File: config.mk
export PLATFORM = sky130hd
export DESIGN_NAME = bridge_arbiter_flat
export DESIGN_NICKNAME = d
export VERILOG_FILES = /design/src/rtl/bridge_arb_pkg.sv /design/src/rtl/bridge_arbiter_if.sv /design/src/rtl/rr_arbiter.sv /design/src/rtl/bridge_arbiter.sv /design/src/flat_wrapper.sv
export SDC_FILE = /design/constraint.sdc
export NUM_CORES = 1
export LEC_CHECK = 0
export ABC_CLOCK_PERIOD_IN_PS = 7400
export CELL_PAD_IN_SITES_DETAIL_PLACEMENT = 1
export CELL_PAD_IN_SITES_GLOBAL_PLACEMENT = 1
export CORE_ASPECT_RATIO = 1.2
export CORE_MARGIN = 3
export CORE_UTILIZATION = 33
export CTS_BUF_LIST = sky130_fd_sc_hd__clkbuf_8
export CTS_CLUSTER_DIAMETER = 150
export DETAILED_ROUTE_END_ITERATION = 7
export PLACE_DENSITY_LB_ADDON = 0.1
export SYNTH_ARGS = -nofsm -noshare
export SYNTH_HDL_FRONTEND = slang
export SYNTH_HIERARCHICAL = 1
export SYNTH_SLANG_ARGS = --single-unit
File: constraint.sdc
create_clock -name HCLK -period 7.4 [get_ports HCLK]
set_clock_uncertainty 0.15 [all_clocks]
set_input_delay 1.48 -clock HCLK [delete_from_list [all_inputs] [get_ports HCLK]]
set_output_delay 1.48 -clock HCLK [all_outputs]
set_load 0.005 [all_outputs]
File: src/rtl/bridge_arb_pkg.sv
// Shared types and defaults for the multi-master AHB-to-APB bridge arbiter.
package bridge_arb_pkg;

  localparam int ADDR_W      = 7;
  localparam int DATA_W      = 32;
  localparam int N_MST_DEF   = 4;
  localparam int TIMEOUT_DEF = 16;

  typedef enum logic [1:0] {
    S_IDLE = 2'd0,
    S_ADDR = 2'd1,
    S_DATA = 2'd2
  } state_t;

  typedef struct packed {
    logic              wr;
    logic [ADDR_W-1:0] addr;
    logic [DATA_W-1:0] wdata;
  } cmd_t;

  // Round-robin successor of idx among n masters.
  function automatic int wrap_inc(input int idx, input int n);
    return (idx >= n - 1) ? 0 : idx + 1;
  endfunction

endpackage

File: src/rtl/bridge_arbiter_if.sv
// Master request/response bundle plus the AHB-side bridge signals.
interface bridge_arbiter_if #(
  parameter int N_MST = bridge_arb_pkg::N_MST_DEF
);
  import bridge_arb_pkg::*;

  logic [N_MST-1:0]             req;
  logic [N_MST-1:0]             wr;
  logic [N_MST-1:0][ADDR_W-1:0] addr;
  logic [N_MST-1:0][DATA_W-1:0] wdata;
  logic [N_MST-1:0]             ack;
  logic [N_MST-1:0]             err;
  logic [DATA_W-1:0]            rdata;

  logic              HSEL;
  logic              HWRITE;
  logic              HREADY;
  logic [ADDR_W-1:0] HADDR;
  logic [DATA_W-1:0] HWDATA;
  logic              HREADYOUT;
  logic [DATA_W-1:0] HRDATA;

  // slave: the arbiter itself
  modport slave (
    input  req, wr, addr, wdata, HREADYOUT, HRDATA,
    output ack, err, rdata, HSEL, HWRITE, HREADY, HADDR, HWDATA
  );

  // master: the requesters and the bridge model around the arbiter
  modport master (
    output req, wr, addr, wdata, HREADYOUT, HRDATA,
    input  ack, err, rdata, HSEL, HWRITE, HREADY, HADDR, HWDATA
  );

endinterface

File: src/rtl/rr_arbiter.sv
// Combinational round-robin pick: first requester at or after ptr wins.
module rr_arbiter #(
  parameter  int N  = 4,
  localparam int PW = (N > 1) ? $clog2(N) : 1
) (
  input  logic [N-1:0]  req,
  input  logic [PW-1:0] ptr,
  output logic [N-1:0]  gnt,
  output logic [PW-1:0] idx,
  output logic          any
);

  always_comb begin
    int            j;
    logic [PW-1:0] sel;
    gnt = '0;
    idx = '0;
    any = 1'b0;
    j   = 0;
    sel = '0;
    for (int i = 0; i < N; i++) begin
      j = int'(ptr) + i;
      if (j >= N) j = j - N;
      sel = PW'(j);
      if (!any && req[sel]) begin
        any      = 1'b1;
        gnt[sel] = 1'b1;
        idx      = sel;
      end
    end
  end

endmodule

File: src/rtl/bridge_arbiter.sv
// Round-robin arbiter funnelling N_MST simple requesters onto one AHB-to-APB
// bridge; one transfer in flight, with a data-phase watchdog.
module bridge_arbiter
  import bridge_arb_pkg::*;
#(
  parameter int N_MST   = N_MST_DEF,
  parameter int TIMEOUT = TIMEOUT_DEF
) (
  input logic              HCLK,
  input logic              RESET,
  bridge_arbiter_if.slave  bus
);

  localparam int PW = (N_MST > 1) ? $clog2(N_MST) : 1;
  localparam int TW = $clog2(TIMEOUT + 1);

  state_t           state, state_nxt;
  cmd_t             cmd;
  logic [PW-1:0]    ptr, gidx, win_idx;
  logic [N_MST-1:0] gnt_q, win_gnt, arb_req;
  logic             any;
  logic [TW-1:0]    timer;
  logic             done, tout;

  // A master still holds req during its ack/err cycle; keep it out of that
  // cycle's arbitration so a finished request is not granted twice.
  assign arb_req = bus.req & ~(bus.ack | bus.err);

  rr_arbiter #(.N(N_MST)) u_rr (
    .req (arb_req),
    .ptr (ptr),
    .gnt (win_gnt),
    .idx (win_idx),
    .any (any)
  );

  always_ff @(posedge HCLK or posedge RESET) begin
    if (RESET) state <= S_IDLE;
    else       state <= state_nxt;
  end

  always_comb begin
    state_nxt  = state;
    done       = 1'b0;
    tout       = 1'b0;
    bus.HSEL   = 1'b0;
    bus.HREADY = 1'b1;
    bus.HWRITE = cmd.wr;
    bus.HADDR  = cmd.addr;
    bus.HWDATA = cmd.wdata;
    case (state)
      S_IDLE: if (any) state_nxt = S_ADDR;
      S_ADDR: begin
        bus.HSEL  = 1'b1;
        state_nxt = S_DATA;
      end
      S_DATA: begin
        bus.HREADY = bus.HREADYOUT;
        if (bus.HREADYOUT) begin
          done      = 1'b1;
          state_nxt = S_IDLE;
        end else if (timer == TW'(TIMEOUT - 1)) begin
          tout      = 1'b1;
          state_nxt = S_IDLE;
        end
      end
      default: state_nxt = S_IDLE;
    endcase
  end

  always_ff @(posedge HCLK or posedge RESET) begin
    if (RESET) begin
      cmd       <= '0;
      ptr       <= '0;
      gidx      <= '0;
      gnt_q     <= '0;
      timer     <= '0;
      bus.ack   <= '0;
      bus.err   <= '0;
      bus.rdata <= '0;
    end else begin
      bus.ack <= '0;
      bus.err <= '0;
      if (state == S_IDLE && any) begin
        cmd.wr    <= bus.wr[win_idx];
        cmd.addr  <= bus.addr[win_idx];
        cmd.wdata <= bus.wdata[win_idx];
        gidx      <= win_idx;
        gnt_q     <= win_gnt;
      end
      // Consecutive wait-state count; cleared whenever the bridge is ready
      // or we are outside the data phase.
      if (state == S_DATA && !bus.HREADYOUT && !tout) timer <= timer + TW'(1);
      else                                            timer <= '0;
      if (done) begin
        bus.ack <= gnt_q;
        if (!cmd.wr) bus.rdata <= bus.HRDATA;
        ptr <= PW'(wrap_inc(int'(gidx), N_MST));
      end
      if (tout) begin
        bus.err <= gnt_q;
        ptr     <= PW'(wrap_inc(int'(gidx), N_MST));
      end
    end
  end

endmodule

File: src/flat_wrapper.sv
// flat-port wrapper written by rule: the top's interface ports become plain ports
module bridge_arbiter_flat import bridge_arb_pkg::*;
#(
  parameter int N_MST   = N_MST_DEF,
  parameter int TIMEOUT = TIMEOUT_DEF
)
  (HCLK, RESET, bus_req, bus_wr, bus_addr, bus_wdata, bus_HREADYOUT, bus_HRDATA, bus_ack, bus_err, bus_rdata, bus_HSEL, bus_HWRITE, bus_HREADY, bus_HADDR, bus_HWDATA);
  bridge_arbiter_if #(.N_MST(N_MST)) bus_i ();
  input logic HCLK;
  input logic RESET;
  input wire logic [$bits(bus_i.req)-1:0] bus_req;
  input wire logic [$bits(bus_i.wr)-1:0] bus_wr;
  input wire logic [$bits(bus_i.addr)-1:0] bus_addr;
  input wire logic [$bits(bus_i.wdata)-1:0] bus_wdata;
  input wire logic [$bits(bus_i.HREADYOUT)-1:0] bus_HREADYOUT;
  input wire logic [$bits(bus_i.HRDATA)-1:0] bus_HRDATA;
  output wire logic [$bits(bus_i.ack)-1:0] bus_ack;
  output wire logic [$bits(bus_i.err)-1:0] bus_err;
  output wire logic [$bits(bus_i.rdata)-1:0] bus_rdata;
  output wire logic [$bits(bus_i.HSEL)-1:0] bus_HSEL;
  output wire logic [$bits(bus_i.HWRITE)-1:0] bus_HWRITE;
  output wire logic [$bits(bus_i.HREADY)-1:0] bus_HREADY;
  output wire logic [$bits(bus_i.HADDR)-1:0] bus_HADDR;
  output wire logic [$bits(bus_i.HWDATA)-1:0] bus_HWDATA;
  assign bus_i.req = bus_req;
  assign bus_i.wr = bus_wr;
  assign bus_i.addr = bus_addr;
  assign bus_i.wdata = bus_wdata;
  assign bus_i.HREADYOUT = bus_HREADYOUT;
  assign bus_i.HRDATA = bus_HRDATA;
  assign bus_ack = bus_i.ack;
  assign bus_err = bus_i.err;
  assign bus_rdata = bus_i.rdata;
  assign bus_HSEL = bus_i.HSEL;
  assign bus_HWRITE = bus_i.HWRITE;
  assign bus_HREADY = bus_i.HREADY;
  assign bus_HADDR = bus_i.HADDR;
  assign bus_HWDATA = bus_i.HWDATA;
  bridge_arbiter #(.N_MST(N_MST), .TIMEOUT(TIMEOUT)) u_core (.HCLK(HCLK), .RESET(RESET), .bus(bus_i));
endmodule
==> metrics.md <==
| Metric | Value |
|---|---|
| Kind of critical path | in -> reg |
| GRT Util Overall | 20.8% |
| DRC viols | 0 |
| Min-Delay Path Class | reg -> reg |
| Post-CTS setup buffer count | 0 |
| Startpoint Class | primary input |
| Grt ovf | 0 |
| Vias | 4482 |
| Initial antenna violation count | 1 |
| Max Clk Rate | 191 MHz |
| CTS buffer count | 9 |
| Vias in the first global route | 5074 |
| CP cell instances | clkdlybuf4s50_1 -> nor3b_1 -> mux4_2 -> nor3_1 -> nand2b_1 -> or3b_2 -> clkinv_2 -> nand2_4 -> o221ai_2 |
| Final core utilization | 53.9% |
| Sequential area share after synthesis | 43.8% |
| CTS tree | built |
| Antenna viol nets, final | 0 |
| Synth top cells by count | 95 x dfrtp_1, 81 x mux2i_1, 58 x nand2_1, 40 x o221ai_2, 30 x mux2_4 |
| Register area | 2380 µm² |
| Syn-to-layout area delta | 57.4% |
| Post-synth top area share | 43.8% |
| Cells after DPL | 884 |
| Critical path peak fanout | 47 |
| CP max stage cell | or3b_2 |
| Ys async rst share | 100% |
| Unrepaired setup endpoints after global routing | no |
| Top-count cell post-synth | dfrtp_1 |
| WP buf/inv | 2 |
| WL final | 18900 µm |
| Final hold vios | 0 |
| Top cells by area, synth | dfrtp_1 44%, mux2i_1 15%, o221ai_2 11% |
| Flop and latch count out of synthesis | 95 |
| Run status | complete, no violations |
| Synth warnings | 6 |
| Initial core utilization | 34.3% |
| Ports | 281 |
| Root buf cell | clkbuf_8 |
| Total chip power | 0.00370 W |
| Final period util | 70.7% |
| Cell taking the most area after synthesis | dfrtp_1 |
| CTS Buffer Depth | 2 |
| Row count | 50 |
| Avg Cell Area, Syn | 12.9 µm² |
| Clk Latency, worst-skew pair | 0.37 ns |
| Syn_nets | 628 |
| Pin count of the biggest net entering global routing | 64 |
| Post-DP HPWL | 14500 µm |
| Worst slew pin tran | 1.07 ns |
| Core area | 15800 µm² |
| Filler Cell Count | 1660 |
| Post-synth top flop | dfrtp_1 |
| Post-cts sizing count | 0 |
| Crit. End Element | flip-flop |
| Max-capacitance violation count | 0 |
| RePlAce Congestion | 0.813 |
| VDD IR max | 0.000191 V |
| Relative slew slack | 28.5% |
| Slowest stage delay, CP | 0.91 ns |
| Placed Area | 8290 µm² |
| Power Dens Cells | 433 nW/µm² |
| Via/cell ratio | 4.97 |
| IO Port Bufs | 280 |
| Crit path max-delay family | simple AND/OR/NAND/NOR gates |
| Clock slew at reported path FFs | 0.09 ns |
| H-tree Lvls | 3 |
| Arr. time, crit path | 5.31 ns |
| Num Clock Sinks | 95 |
| Die ar. | 18000 µm² |
| Synth Cell Area | 5420 µm² |
| Non-filler cells in the finished layout | 901 |
| Post-synth EDFFs | 0 |
| Starting DRC count in detailed routing | 130 |
| First-pass GRT wire length | 28600 µm |
| Die Ht | 146 µm |
| Finished Cell Area | 8540 µm² |
| Setup TNS Final | 0 ns |
| TritonRoute pass-1 iters | 4 |
| Setup-failing EPs final | 0 |
| Multi-input logic area | 2770 µm² |
| WL/cell | 20.9 µm |
| Share of cells above drive strength 1 | 15.6% |
| Distinct cells, synth | 44 |
| Leak Pwr | 3.57 nW |
| Final period demand of the worst path | 5.23 ns |
| Hold buffers post-CTS | 0 |
| Nets@finish | 894 |
| Synthesized instance count | 421 |
| Final Slew Violations | 0 |
| Die W | 123 µm |
| CP required | 7.48 ns |
==> state kept, by name, summed over array words and instances (netlist names), 4 cells and up <==
register and count:
u_core/bus.HADDR 7, u_core/bus.HWDATA 32, u_core/bus.ack 4, u_core/bus.err 4
u_core/bus.rdata 32, u_core/gnt_q 4, u_core/timer 5
==> path summary, 6_finish.rpt <==
path	startpoint	end	slack, ns	depth (start not counted)
worst max register to register	u_core/ptr[0]	u_core/bus.HWDATA[10]	2.79	9
max in group asynchronous	RESET	u_core/bus.ack[3]	4.62	3
worst max-delay path	bus_req[3]	u_core/bus.HWDATA[10]	2.17	9
worst min-delay path	u_core/timer[0]	u_core/timer[0]	0.32	1
min in group asynchronous	RESET	u_core/bus.rdata[5]	1.30	2
worst min register to register	u_core/timer[0]	u_core/timer[0]	0.32	1
==> cell families after synthesis <==
family / share of synthesized area [%]
AOI/OAI and AO/OA: 13.8
xor gates and xnor gates: 0.323
adders and majority gates: 1.85
buffers and inverters: 5.21
DFF: 43.8
muxes: 26.1
and+or+nand+nor: 8.93
==> metal layers <==
| layer | up-vias | share of wire [%] | routed length [µm] | global-route usage, % |
|---|---|---|---|---|
| li1 | 2080 | - | - | - |
| met4 | 0 | 1.3 | 248 | 5.60 |
| met3 | 15 | 9.7 | 1820 | 8.29 |
| met1 | 2211 | 37 | 6910 | 22.7 |
| met2 | 176 | 52 | 9870 | 37.2 |
| met5 | - | 0 | 0 | 0 |
==> power by group <==
group          switching [W]  internal (W)  leakage, nW
Combinational        0.00113       0.00122         2.26
Clock               0.000193      0.000233        0.128
Sequential          0.000165      0.000757         1.18
==> layout by cell type (no fill, tap or decap), drive strengths merged, types with 2 or more instances in the layout <==
master | synthesis | routed
clkdlybuf4s50 | 0 | 280
dfrtp | 95 | 95
mux2i | 81 | 81
nand2 | 59 | 59
o221ai | 40 | 40
mux2 | 35 | 35
clkbuf | 1 | 10
nor2 | 10 | 10
inv | 8 | 10
and2 | 8 | 8
ha | 8 | 8
a22oi | 8 | 8
o21ai | 6 | 6
buf | 29 | 5
nor3b | 4 | 4
mux4 | 4 | 4
bufinv | 0 | 3
nand2b | 3 | 3
clkinv | 1 | 2
or3b | 2 | 2
nor2b | 2 | 2
==> through the flow <==
stage               hold WS (ns)  worst slack (ns)
detailed placement         0.313              1.74
global route               0.351              1.87
CTS                        0.327              2.15
global placement           0.291              1.91
floorplan                  0.279              3.29
finish                     0.322              2.17
==> final cells by class <==
type,instances,share of cell area (%)
sequential,95,27.8
multi-input combinational,287,32.5
inverter,9,0.440
clock inverter,6,1.26
tap,208,3.05
timing repair buffer,285,33.3
antenna,1,0.0293
clock buffer,10,1.61
No activity file was read; power rests on OpenSTA's default activity.
==> RTL change: new RTL, same settings <==
Make the reset (`RESET`) synchronous in 2 clocked blocks.
--- a/src/rtl/bridge_arbiter.sv
+++ b/src/rtl/bridge_arbiter.sv
@@ -34,7 +34,7 @@
     .any (any)
   );
 
-  always_ff @(posedge HCLK or posedge RESET) begin
+  always_ff @(posedge HCLK) begin
     if (RESET) state <= S_IDLE;
     else       state <= state_nxt;
   end
@@ -68,7 +68,7 @@
     endcase
   end
 
-  always_ff @(posedge HCLK or posedge RESET) begin
+  always_ff @(posedge HCLK) begin
     if (RESET) begin
       cmd       <= '0;
       ptr       <= '0;
Behaviour: differs if RESET is asserted again (counterexample within 4 cycles, from zero or initial values and one cycle with RESET high); with RESET held inactive, the same outputs for 10 cycles.
==> RTL change against the unedited design <==
Routed wire length shrank 1.7%. Design area shrank 11%. Worst setup slack gained 0.27 ns. Sequential cell count is the same. Core utilization grew 3.0 points. Maximum frequency grew 5.5%. Synthesized cell count shrank 3.1%. Area after synthesis shrank 15%. Register-to-register slack gained 0.47 ns. Via count shrank 2.0%. Worst hold slack lost 0.016 ns. Critical path type unchanged.
Power is not compared: it rests on default switching activity, and its combinational part moved more than twofold at a synthesized area within 25%.
==> RTL change: results (changes against the unedited design) <==
Parameter                              Value

Worst setup path
  Worst endpoint data arrival time    5.12 ns (-0.19 ns)
  Longest individual stage delay on the worst path    1.00 ns (+0.09 ns)
  Launch point of the worst reg-to-reg path    u_core/ptr[0]
  Worst setup endpoint    u_core/bus.HWDATA[15]
  Setup slack, reg-to-reg    3.26 ns (+0.47 ns)
  Worst setup path startpoint    bus_req[2]
  Worst R2R End    u_core/bus.HWDATA[3]
  Max Fanout on Critical Path    41 (-13%)
  Slowest cell on the critical path    sky130_fd_sc_hd__nor2b_4

Synthesis
  Synth top cells by count    sky130_fd_sc_hd__dfxtp_1, sky130_fd_sc_hd__nand2_1, sky130_fd_sc_hd__mux4_2, sky130_fd_sc_hd__a22o_1, sky130_fd_sc_hd__a21oi_1
  Synth Area per Inst    11.3 um^2 (-13%)
  Library cells used by synthesis    41 (-6.8%)
  Mapped Nets    615 (-2.1%)
  Most area-consuming cells after synthesis    sky130_fd_sc_hd__dfxtp_1, sky130_fd_sc_hd__mux4_2, sky130_fd_sc_hd__a22o_1

Cells and area
  Share of final-layout standard cells stronger than drive strength 1    10.6% (-5.0 points)
  Final non-clock buffer share    36.8% (+3.6 points)
  Ant diodes    3 (+2)
  Non-clock inverter instance count of the final layout    6 (-3)
  ClkCell Share    3.00% (+0.13 points)
  Share of cell area taken by multi-input logic gates    32.1% (-0.39 points)
  Sequential standard cell area    1900 um^2 (-20%)
  Number of filler cells placed in the layout    1449 (-13%)
  Multi-In Gates    270 (-5.9%)
  Non-Filler Instances    840 (-6.8%)

Place
  Sum of net half-perimeters after detailed placement    14.6 mm (+0.58%)
  Post-DP Area    7400 um^2 (-11%)
  Final weighted congestion in routability-driven placement    0.817 (+0.59%)
  Pre-CTS setup slack    2.11 ns (+0.373 ns)
  Number of instances in the placed design    821 (-7.1%)

Global routing
  First-pass GRT wire length    27.4 mm (-4.1%)
  Pin count of the biggest net entering global routing    47 (-27%)
  GRT Resource Usage Total    23.4% (+2.6 points)

Timing
  Minimum clock period    4.96 ns (-0.274 ns)
  Worst slack on hold paths    0.306 ns (-0.0157 ns)

Routing
  Detailed router's first-iteration violation count    229 (+76%)
  Drt via density    5.23 (+5.2%)

Run status
  Outcome    complete, no violations

Hold path
  Startpoint of the lowest-slack hold path    u_core/timer[0]
  Hold EP    u_core/timer[0]
==> RTL change: changes by cell type after synthesis, moves of 33 or more <==
cell	before	now
sky130_fd_sc_hd__dfxtp_1	0	95
sky130_fd_sc_hd__mux4_2	2	41
sky130_fd_sc_hd__o221ai_2	40	0
sky130_fd_sc_hd__a21oi_1	1	34
sky130_fd_sc_hd__dfrtp_1	95	0
sky130_fd_sc_hd__mux2i_1	81	8
sky130_fd_sc_hd__a22o_1	0	40
==> RTL change: worst reg2reg max path: stages (launching register included) <==
cell and delay (ns):
sky130_fd_sc_hd__dfxtp_1 0.74, sky130_fd_sc_hd__inv_1 0.15, sky130_fd_sc_hd__ha_1 0.40, sky130_fd_sc_hd__mux4_2 0.45, sky130_fd_sc_hd__and2b_2 0.31, sky130_fd_sc_hd__o21ai_0 0.14
sky130_fd_sc_hd__o31ai_4 0.17, sky130_fd_sc_hd__buf_4 0.66, sky130_fd_sc_hd__mux4_2 0.66, sky130_fd_sc_hd__a22o_1 0.21
==> RTL change: cell families after synthesis <==
kind of cell | share of synthesized area, %
compound gates | 14.2
xor+xnor | 0.381
buf+inv | 5.94
mux | 23.8
fa+ha+maj | 2.18
simple gates | 12.1
flops | 41.4
==> RTL change: per-layer routing <==
layer	GRT usage, %	vias up	share of wire, %
met2	40.5	219	50
li1	-	2027	-
met3	7.28	36	9.2
met5	0	-	0.15
met4	10.5	4	3.6
met1	26.4	2108	37
==> RTL change: power breakdown <==
group          switching [mW]  internal (mW)
combinational           0.160          0.285
clock                   0.196          0.202
sequential             0.0331          0.560
